==> src/rtl/powerrom_arbiter_if.sv <==
// Bundle of requester-side handshake, ROM port and response signals shared by the
// round-robin power-ROM arbiter and its clients.
interface powerrom_arbiter_if #(
    parameter int NREQ = 4,
    parameter int AW   = 8,
    parameter int DW   = 16,
    parameter int IW   = 2
);
    logic [NREQ-1:0]    req;
    logic [NREQ*AW-1:0] req_addr;
    logic [NREQ-1:0]    grant;
    logic [AW-1:0]      rom_address;
    logic [DW-1:0]      rom_data;
    logic [NREQ-1:0]    rsp_valid;
    logic [IW-1:0]      rsp_id;
    logic [DW-1:0]      rsp_data;
    logic               busy;

    modport master (
        output req, req_addr, rom_data,
        input  grant, rom_address, rsp_valid, rsp_id, rsp_data, busy
    );

    modport slave (
        input  req, req_addr, rom_data,
        output grant, rom_address, rsp_valid, rsp_id, rsp_data, busy
    );
endinterface

==> src/rtl/powerrom_arbiter.sv <==
// Round-robin arbiter sharing one single-port 1-cycle ROM among NREQ requesters;
// fixed two-edge accept-to-response pipeline, one lookup per clock.
module powerrom_arbiter #(
    parameter int NREQ = 4,
    parameter int AW   = 8,
    parameter int DW   = 16,
    parameter int IW   = 2
) (
    input  logic               clk,
    input  logic               reset,
    powerrom_arbiter_if.slave  bus
);
    localparam logic [NREQ-1:0] ONE_HOT0 = {{(NREQ-1){1'b0}}, 1'b1};

    logic [IW-1:0]   ptr_q, ptr_d;
    logic [AW-1:0]   addr_q, addr_d;
    logic            s1_valid_q, s1_valid_d;
    logic [IW-1:0]   s1_id_q, s1_id_d;
    logic [NREQ-1:0] rsp_valid_q, rsp_valid_d;
    logic [IW-1:0]   rsp_id_q, rsp_id_d;

    logic            any_s;
    logic [IW-1:0]   winner_s;
    logic [NREQ-1:0] grant_s;
    int              scan_s;

    // Rotating priority scan starting at ptr; first requester found wins.
    always_comb begin
        any_s    = 1'b0;
        winner_s = '0;
        scan_s   = 0;
        for (int k = 0; k < NREQ; k++) begin
            scan_s = int'(ptr_q) + k;
            if (scan_s >= NREQ) begin
                scan_s = scan_s - NREQ;
            end else begin
                scan_s = scan_s;
            end
            if (!any_s && bus.req[scan_s]) begin
                any_s    = 1'b1;
                winner_s = IW'(scan_s);
            end else begin
                any_s    = any_s;
            end
        end
        if (any_s) begin
            grant_s = ONE_HOT0 << winner_s;
        end else begin
            grant_s = '0;
        end
    end

    // Next-state for the address stage, pointer and response stage.
    always_comb begin
        ptr_d      = ptr_q;
        addr_d     = addr_q;
        s1_valid_d = 1'b0;
        s1_id_d    = s1_id_q;
        if (any_s) begin
            addr_d     = bus.req_addr[winner_s*AW +: AW];
            s1_valid_d = 1'b1;
            s1_id_d    = winner_s;
            if (winner_s == IW'(NREQ-1)) begin
                ptr_d = '0;
            end else begin
                ptr_d = winner_s + IW'(1);
            end
        end else begin
            ptr_d = ptr_q;
        end
        if (s1_valid_q) begin
            rsp_valid_d = ONE_HOT0 << s1_id_q;
        end else begin
            rsp_valid_d = '0;
        end
        rsp_id_d = s1_id_q;
    end

    // Pipeline registers; reset drops any in-flight lookup without a response.
    always_ff @(posedge clk or posedge reset) begin
        if (reset) begin
            ptr_q       <= '0;
            addr_q      <= '0;
            s1_valid_q  <= 1'b0;
            s1_id_q     <= '0;
            rsp_valid_q <= '0;
            rsp_id_q    <= '0;
        end else begin
            ptr_q       <= ptr_d;
            addr_q      <= addr_d;
            s1_valid_q  <= s1_valid_d;
            s1_id_q     <= s1_id_d;
            rsp_valid_q <= rsp_valid_d;
            rsp_id_q    <= rsp_id_d;
        end
    end

    assign bus.grant       = grant_s;
    assign bus.rom_address = addr_q;
    assign bus.rsp_valid   = rsp_valid_q;
    assign bus.rsp_id      = rsp_id_q;
    assign bus.rsp_data    = bus.rom_data;
    assign bus.busy        = s1_valid_q | (|rsp_valid_q);
endmodule

==> src/flat_wrapper.sv <==
// flat-port wrapper written by rule: the top's interface ports become plain ports
module powerrom_arbiter_flat 
#(
    parameter int NREQ = 4,
    parameter int AW   = 8,
    parameter int DW   = 16,
    parameter int IW   = 2
)
  (clk, reset, bus_req, bus_req_addr, bus_rom_data, bus_grant, bus_rom_address, bus_rsp_valid, bus_rsp_id, bus_rsp_data, bus_busy);
  powerrom_arbiter_if #(.NREQ(NREQ), .AW(AW), .DW(DW), .IW(IW)) bus_i ();
  input  logic clk;
  input  logic reset;
  input wire logic [$bits(bus_i.req)-1:0] bus_req;
  input wire logic [$bits(bus_i.req_addr)-1:0] bus_req_addr;
  input wire logic [$bits(bus_i.rom_data)-1:0] bus_rom_data;
  output wire logic [$bits(bus_i.grant)-1:0] bus_grant;
  output wire logic [$bits(bus_i.rom_address)-1:0] bus_rom_address;
  output wire logic [$bits(bus_i.rsp_valid)-1:0] bus_rsp_valid;
  output wire logic [$bits(bus_i.rsp_id)-1:0] bus_rsp_id;
  output wire logic [$bits(bus_i.rsp_data)-1:0] bus_rsp_data;
  output wire logic [$bits(bus_i.busy)-1:0] bus_busy;
  assign bus_i.req = bus_req;
  assign bus_i.req_addr = bus_req_addr;
  assign bus_i.rom_data = bus_rom_data;
  assign bus_grant = bus_i.grant;
  assign bus_rom_address = bus_i.rom_address;
  assign bus_rsp_valid = bus_i.rsp_valid;
  assign bus_rsp_id = bus_i.rsp_id;
  assign bus_rsp_data = bus_i.rsp_data;
  assign bus_busy = bus_i.busy;
  powerrom_arbiter #(.NREQ(NREQ), .AW(AW), .DW(DW), .IW(IW)) u_core (.clk(clk), .reset(reset), .bus(bus_i));
endmodule
==> config.mk <==
export PLATFORM = sky130hd
export DESIGN_NAME = powerrom_arbiter_flat
export DESIGN_NICKNAME = d
export VERILOG_FILES = /design/src/rtl/powerrom_arbiter_if.sv /design/src/rtl/powerrom_arbiter.sv /design/src/flat_wrapper.sv
export SDC_FILE = /design/constraint.sdc
export NUM_CORES = 1
export LEC_CHECK = 0
export CAP_MARGIN = 20
export CELL_PAD_IN_SITES_DETAIL_PLACEMENT = 0
export CELL_PAD_IN_SITES_GLOBAL_PLACEMENT = 2
export CORE_UTILIZATION = 19
export CTS_BUF_LIST = sky130_fd_sc_hd__clkbuf_2
export CTS_CLUSTER_DIAMETER = 200
export CTS_CLUSTER_SIZE = 40
export DETAILED_ROUTE_END_ITERATION = 12
export GPL_ROUTABILITY_DRIVEN = 0
export PLACE_DENSITY_LB_ADDON = 0.05
export SLEW_MARGIN = 30
export SYNTH_ARGS = -nofsm -noshare
export SYNTH_HDL_FRONTEND = slang
export SYNTH_SLANG_ARGS = --single-unit
==> constraint.sdc <==
create_clock -name clk -period 4.9 [get_ports clk]
set_clock_uncertainty 0.2 [all_clocks]
set_input_delay 0.735 -clock clk [delete_from_list [all_inputs] [get_ports clk]]
set_output_delay 0.735 -clock clk [all_outputs]
set_load 0.02 [all_outputs]
* Word-level counts from Yosys, hierarchy flattened
Index checks and enable logic that the tools add are counted.
Word-level totals: output and inout bits 35, register bits 19, bits of input ports 54
Operators by class: add/subtract/negate cells 8, $lt $le $gt $ge 8, reduce and logical (&&, ||, !) cells 7, shift operators 3, bitwise gates (word level) 1, equality and inequality tests 1, muxes and demuxes 28
Operators with widths (count):
- $lt A32 B4 Y1 const B | 4
- $mux W32 | 4
- $ge A32 B4 Y1 const B | 3
- $sub A32 B4 Y32 const B | 3
- $shiftx A32 B6 Y8 | 1
- $mux W1 | 13
- $mux W2 | 5
- $bmux W1 S2 | 4
- $mux W4 | 2
- $shl A1 B2 Y4 const A | 2
- $add A2 B2 Y3 const B | 2
- $reduce_or A4 Y1 | 1
- $sub A2 B3 Y4 const B | 1
- $add A2 B1 Y3 const B | 1
- $ge A2 B3 Y1 const B | 1
- $logic_and A1 B1 Y1 | 3
- $logic_not A1 Y1 | 3
- $add A2 B1 Y2 const B | 1
- $eq A2 B2 Y1 const B | 1
- $or A1 B1 Y1 | 1

* Depth between registers and ports, before layout
depth in word-level cells 17, depth in mapped cells 6

* Least setup slack after synthesis
No wires, ideal clock.
kind input to output, start point input bus_req[2], end point output bus_grant[3], required time 3965 ps, data arrival time 2024 ps, setup slack 1941 ps, stages on the path 5, path through mux2i_1 > nor2_1 > or3_1 > clkbuf_1 > nor3_1
Between the ends: word-level cells in the longest chain between the ends 15
RTL lines:
- start, declared | line flat_wrapper.sv:13 | input wire logic [$bits(bus_i.req)-1:0] bus_req;
- $bmux W1 S2 | line powerrom_arbiter.sv:39 | if (!any_s && bus.req[scan_s]) begin
- $mux W1 (not written as such) (2 in series) | line powerrom_arbiter.sv:39
- $mux W1 | line powerrom_arbiter.sv:39
- $logic_not A1 Y1 | line powerrom_arbiter.sv:39
- $logic_and A1 B1 Y1 | line powerrom_arbiter.sv:39
- $mux W1 | line powerrom_arbiter.sv:39
- $logic_not A1 Y1 | line powerrom_arbiter.sv:39
- $logic_and A1 B1 Y1 | line powerrom_arbiter.sv:39
- $mux W1 | line powerrom_arbiter.sv:39
- $logic_not A1 Y1 | line powerrom_arbiter.sv:39
- $logic_and A1 B1 Y1 | line powerrom_arbiter.sv:39
- $mux W2 | line powerrom_arbiter.sv:39
- $shl A1 B2 Y4 | line powerrom_arbiter.sv:47 | grant_s = ONE_HOT0 << winner_s;
- $mux W4 * | line powerrom_arbiter.sv:46 | if (any_s) begin
- end, declared | line flat_wrapper.sv:16 | output wire logic [$bits(bus_i.grant)-1:0] bus_grant;
Every way passes the cells marked *; elsewhere a longest branch is shown, timed or not. The select of a mux whose other input is x is not followed.

* Final worst setup path
start point input bus_req[2], end point output bus_grant[0]
Same word-level chain as after synthesis.

==> flow_summary.ini <==
[run_status]
outcome = finished clean

[final_layout]
final_net_count = 211
layout_common_cells = clkdlybuf4s50_1, dfrtp_1, nand2_1, mux2i_1, nor2_1
layout_commonest_cell = clkdlybuf4s50_1
regArea_um2 = 475
diodes = 0
fill_cells = 644
multiInputGateArea_um2 = 533
drive_gt1_share_pct = 8.97
syn2layout_area_growth_pct = 47.7

[timing]
final.min_clock_period_ns = 3.91
final_hold_viol_count = 0
relSlewSlack_pct = 51.4
fin_ws_ns = 0.990
fmax_ghz = 0.256
rsz0062_at_grt = no
post-route-period-util_pct = 79.8
setup-violations-final = 0
setup_tns_ns = 0
whs_ns = 0.296
tightestPinTransition_ns = 0.729
slew_viol_final = 0

[grt]
grt_busiest_layer = met2
track_usage_pct = 9.86
grt_start_max_net_pins = 20
grt_pass1_vias = 998
grt.overflow.total = 0
grt_antenna_before_repair = 0
use_met2_pct = 16.4
grtUsageMet1_pct = 12.0
grtUsageMet3_pct = 2.74
grt_pass1_wl_um = 4810

[worst_hold_path]
holdCritPathClass = reg -> reg

[clock_network]
clk_latency_ns = 0.30
path_clk_slew_ns = 0.17
cts_made_buffers = 3
cts_sinks = 19
cts_resized = 0
cts_tree = done
postCtsSetupBuffers = 0
cts_root_buf = clkbuf_2
hold_buffers = 0
cts_max_path_buffers = 2
htreeDepth = 1

[die]
core_area_um2 = 5890
initial_utilization_pct = 19.6
die_w_um = 79.9
die_area_um2 = 6380
ioPinCount = 89
die_y_um = 79.9
rows = 28

[logic_synthesis]
syn_area_um2 = 1150
synth_seq_cells = 19
synth.distinct_cells = 30
synth_nets = 168
syn_avg_cell_area_um2 = 10.1
yosysTopAreaCell = dfrtp_1
syn_inst = 114
synth_seq_area_share_pct = 41.3
ys.warnings.count = 0
synth.area.top_cells = dfrtp_1, buf_4, mux2i_1
netlist.area_leader.share_pct = 41.3

[pwr]
leakagePower_nw = 0.702
peakVddDrop_mv = 0.145
power.density_nw_per_um2 = 451

[routing]
dr.pass1.iters = 6
via_count = 997
postRouteAntennaNets = 0
wl_per_cell_um = 13.1
routed_via_density = 4.32
drc = 0
drtIter0Drc = 44
wl_um = 3030

[critical_path]
cp_data_arrival_time_ns = 2.98
max_stage_delay_ns = 0.61
cp_max_fo = 12
crit_chain = clkdlybuf4s50_1, nor3b_1, or3_1, nand2_1, nor2_1, clkdlybuf4s50_1
cpMostUsedCell = clkdlybuf4s50_1
cp_num_buf_inv = 2
crit_required_ns = 3.96
crit_slowest_cell = clkdlybuf4s50_1
critPathTopFamily = buffers and inverters
critPathKind = in -> out
worstSetupEndpointType = output port
startpoint_type = input pin

[place]
hpwl_um = 2350
dp_slack_ns = 0.951
io_buffers = 56

[flow_run]
cap_viol_max_count = 0
[worst paths after layout]
kind | from | endpoint | slack, ns | depth (start not counted)
max | bus_req[2] | bus_grant[0] | 0.99 | 6
min | u_core.rsp_id_d[0]$_DFFE_PP0P_ | u_core.bus.rsp_id[0]$_DFF_PP0_ | 0.30 | 0
max reg2reg | u_core.ptr_q[1]$_DFFE_PP0P_ | u_core.bus.rom_address[6]$_DFFE_PP0P_ | 2.66 | 5
min reg2reg | u_core.rsp_id_d[0]$_DFFE_PP0P_ | u_core.bus.rsp_id[0]$_DFF_PP0_ | 0.30 | 0
max in group asynchronous | reset | u_core.s1_valid_q$_DFF_PP0_ | 3.41 | 2
min in group asynchronous | reset | u_core.ptr_q[1]$_DFFE_PP0P_ | 0.63 | 2
[worst reg2reg max path, stage by stage (launching register included)]
cell and delay [ns]:
dfrtp_1 0.50, and2_4 0.18, o211a_4 0.29, nor2_8 0.31
mux2_4 0.34, a221o_1 0.32
[logic make-up (layout without fill, tap and decap cells)]
group | count (synthesis) | in the layout | synth area share (%)
simple gates | 37 | 37 | 17.2
compound gates | 23 | 23 | 15.5
buf+inv | 22 | 64 | 13.0
flops | 19 | 19 | 41.3
mux | 13 | 13 | 13.0
[area by class of cell]
cell class	instances	share of cell area, %
Sequential cell	19	27.9
Multi-Input combinational cell	73	31.3
Inverter	3	0.662
Tap cell	75	5.51
Timing Repair Buffer	57	33.4
Clock buffer	4	1.18
[cells in the mapped netlist (all sizes together)]
| master | count |
|---|---|
| dfrtp | 19 |
| buf | 17 |
| nand2 | 10 |
| mux2i | 9 |
| nor2 | 9 |
| a21oi | 5 |
| a221o | 4 |
| mux2 | 4 |
| nand3 | 4 |
| nor3 | 4 |
| o21ai | 4 |
| o221ai | 4 |
| inv | 3 |
| clkbuf | 2 |
| nand2b | 2 |
| nor3b | 2 |
| a211o | 1 |
| a21o | 1 |
| and2 | 1 |
| and3 | 1 |
| and3b | 1 |
| nor2b | 1 |
| nor4 | 1 |
| o211a | 1 |
| o211ai | 1 |
| o21ba | 1 |
| o21bai | 1 |
| or3 | 1 |
[power by group]
part	switching [mW]	total (mW)	internal, mW
logic	0.214	0.435	0.221
clock network	0.0462	0.0679	0.0216
registers	0.0475	0.264	0.217
total	0.307	0.767	0.460
[registers in the layout (all words and copies together) (netlist names)]
signal	cells
u_core.rsp_id_d	2
u_core.bus.rsp_valid	4
u_core.s1_valid_q	1
u_core.ptr_q	2
u_core.bus.rom_address	8
u_core.bus.rsp_id	2
[per-stage QoR]
stage                     utilization, %  power, mW  instances  area [µm²]
after detailed placement            28.6      0.711        227        1680
final                               28.9      0.767        231        1700
after floorplan                        -      0.535        114        1150
after global placement              28.6      0.711        227        1680
after global routing                28.9      0.830        231        1700
after CTS                           28.9      0.783        231        1700
[routing by layer]
layer / vias to the layer above / routed length (µm) / part of all wire (%)
li1: 477 / - / -
met1: 468 / 1240 / 41
met2: 40 / 1550 / 51
met3: 12 / 195 / 6.4
met4: 0 / 35 / 1.2
met5: - / 0 / 0
No activity file was read; power rests on OpenSTA's default activity.
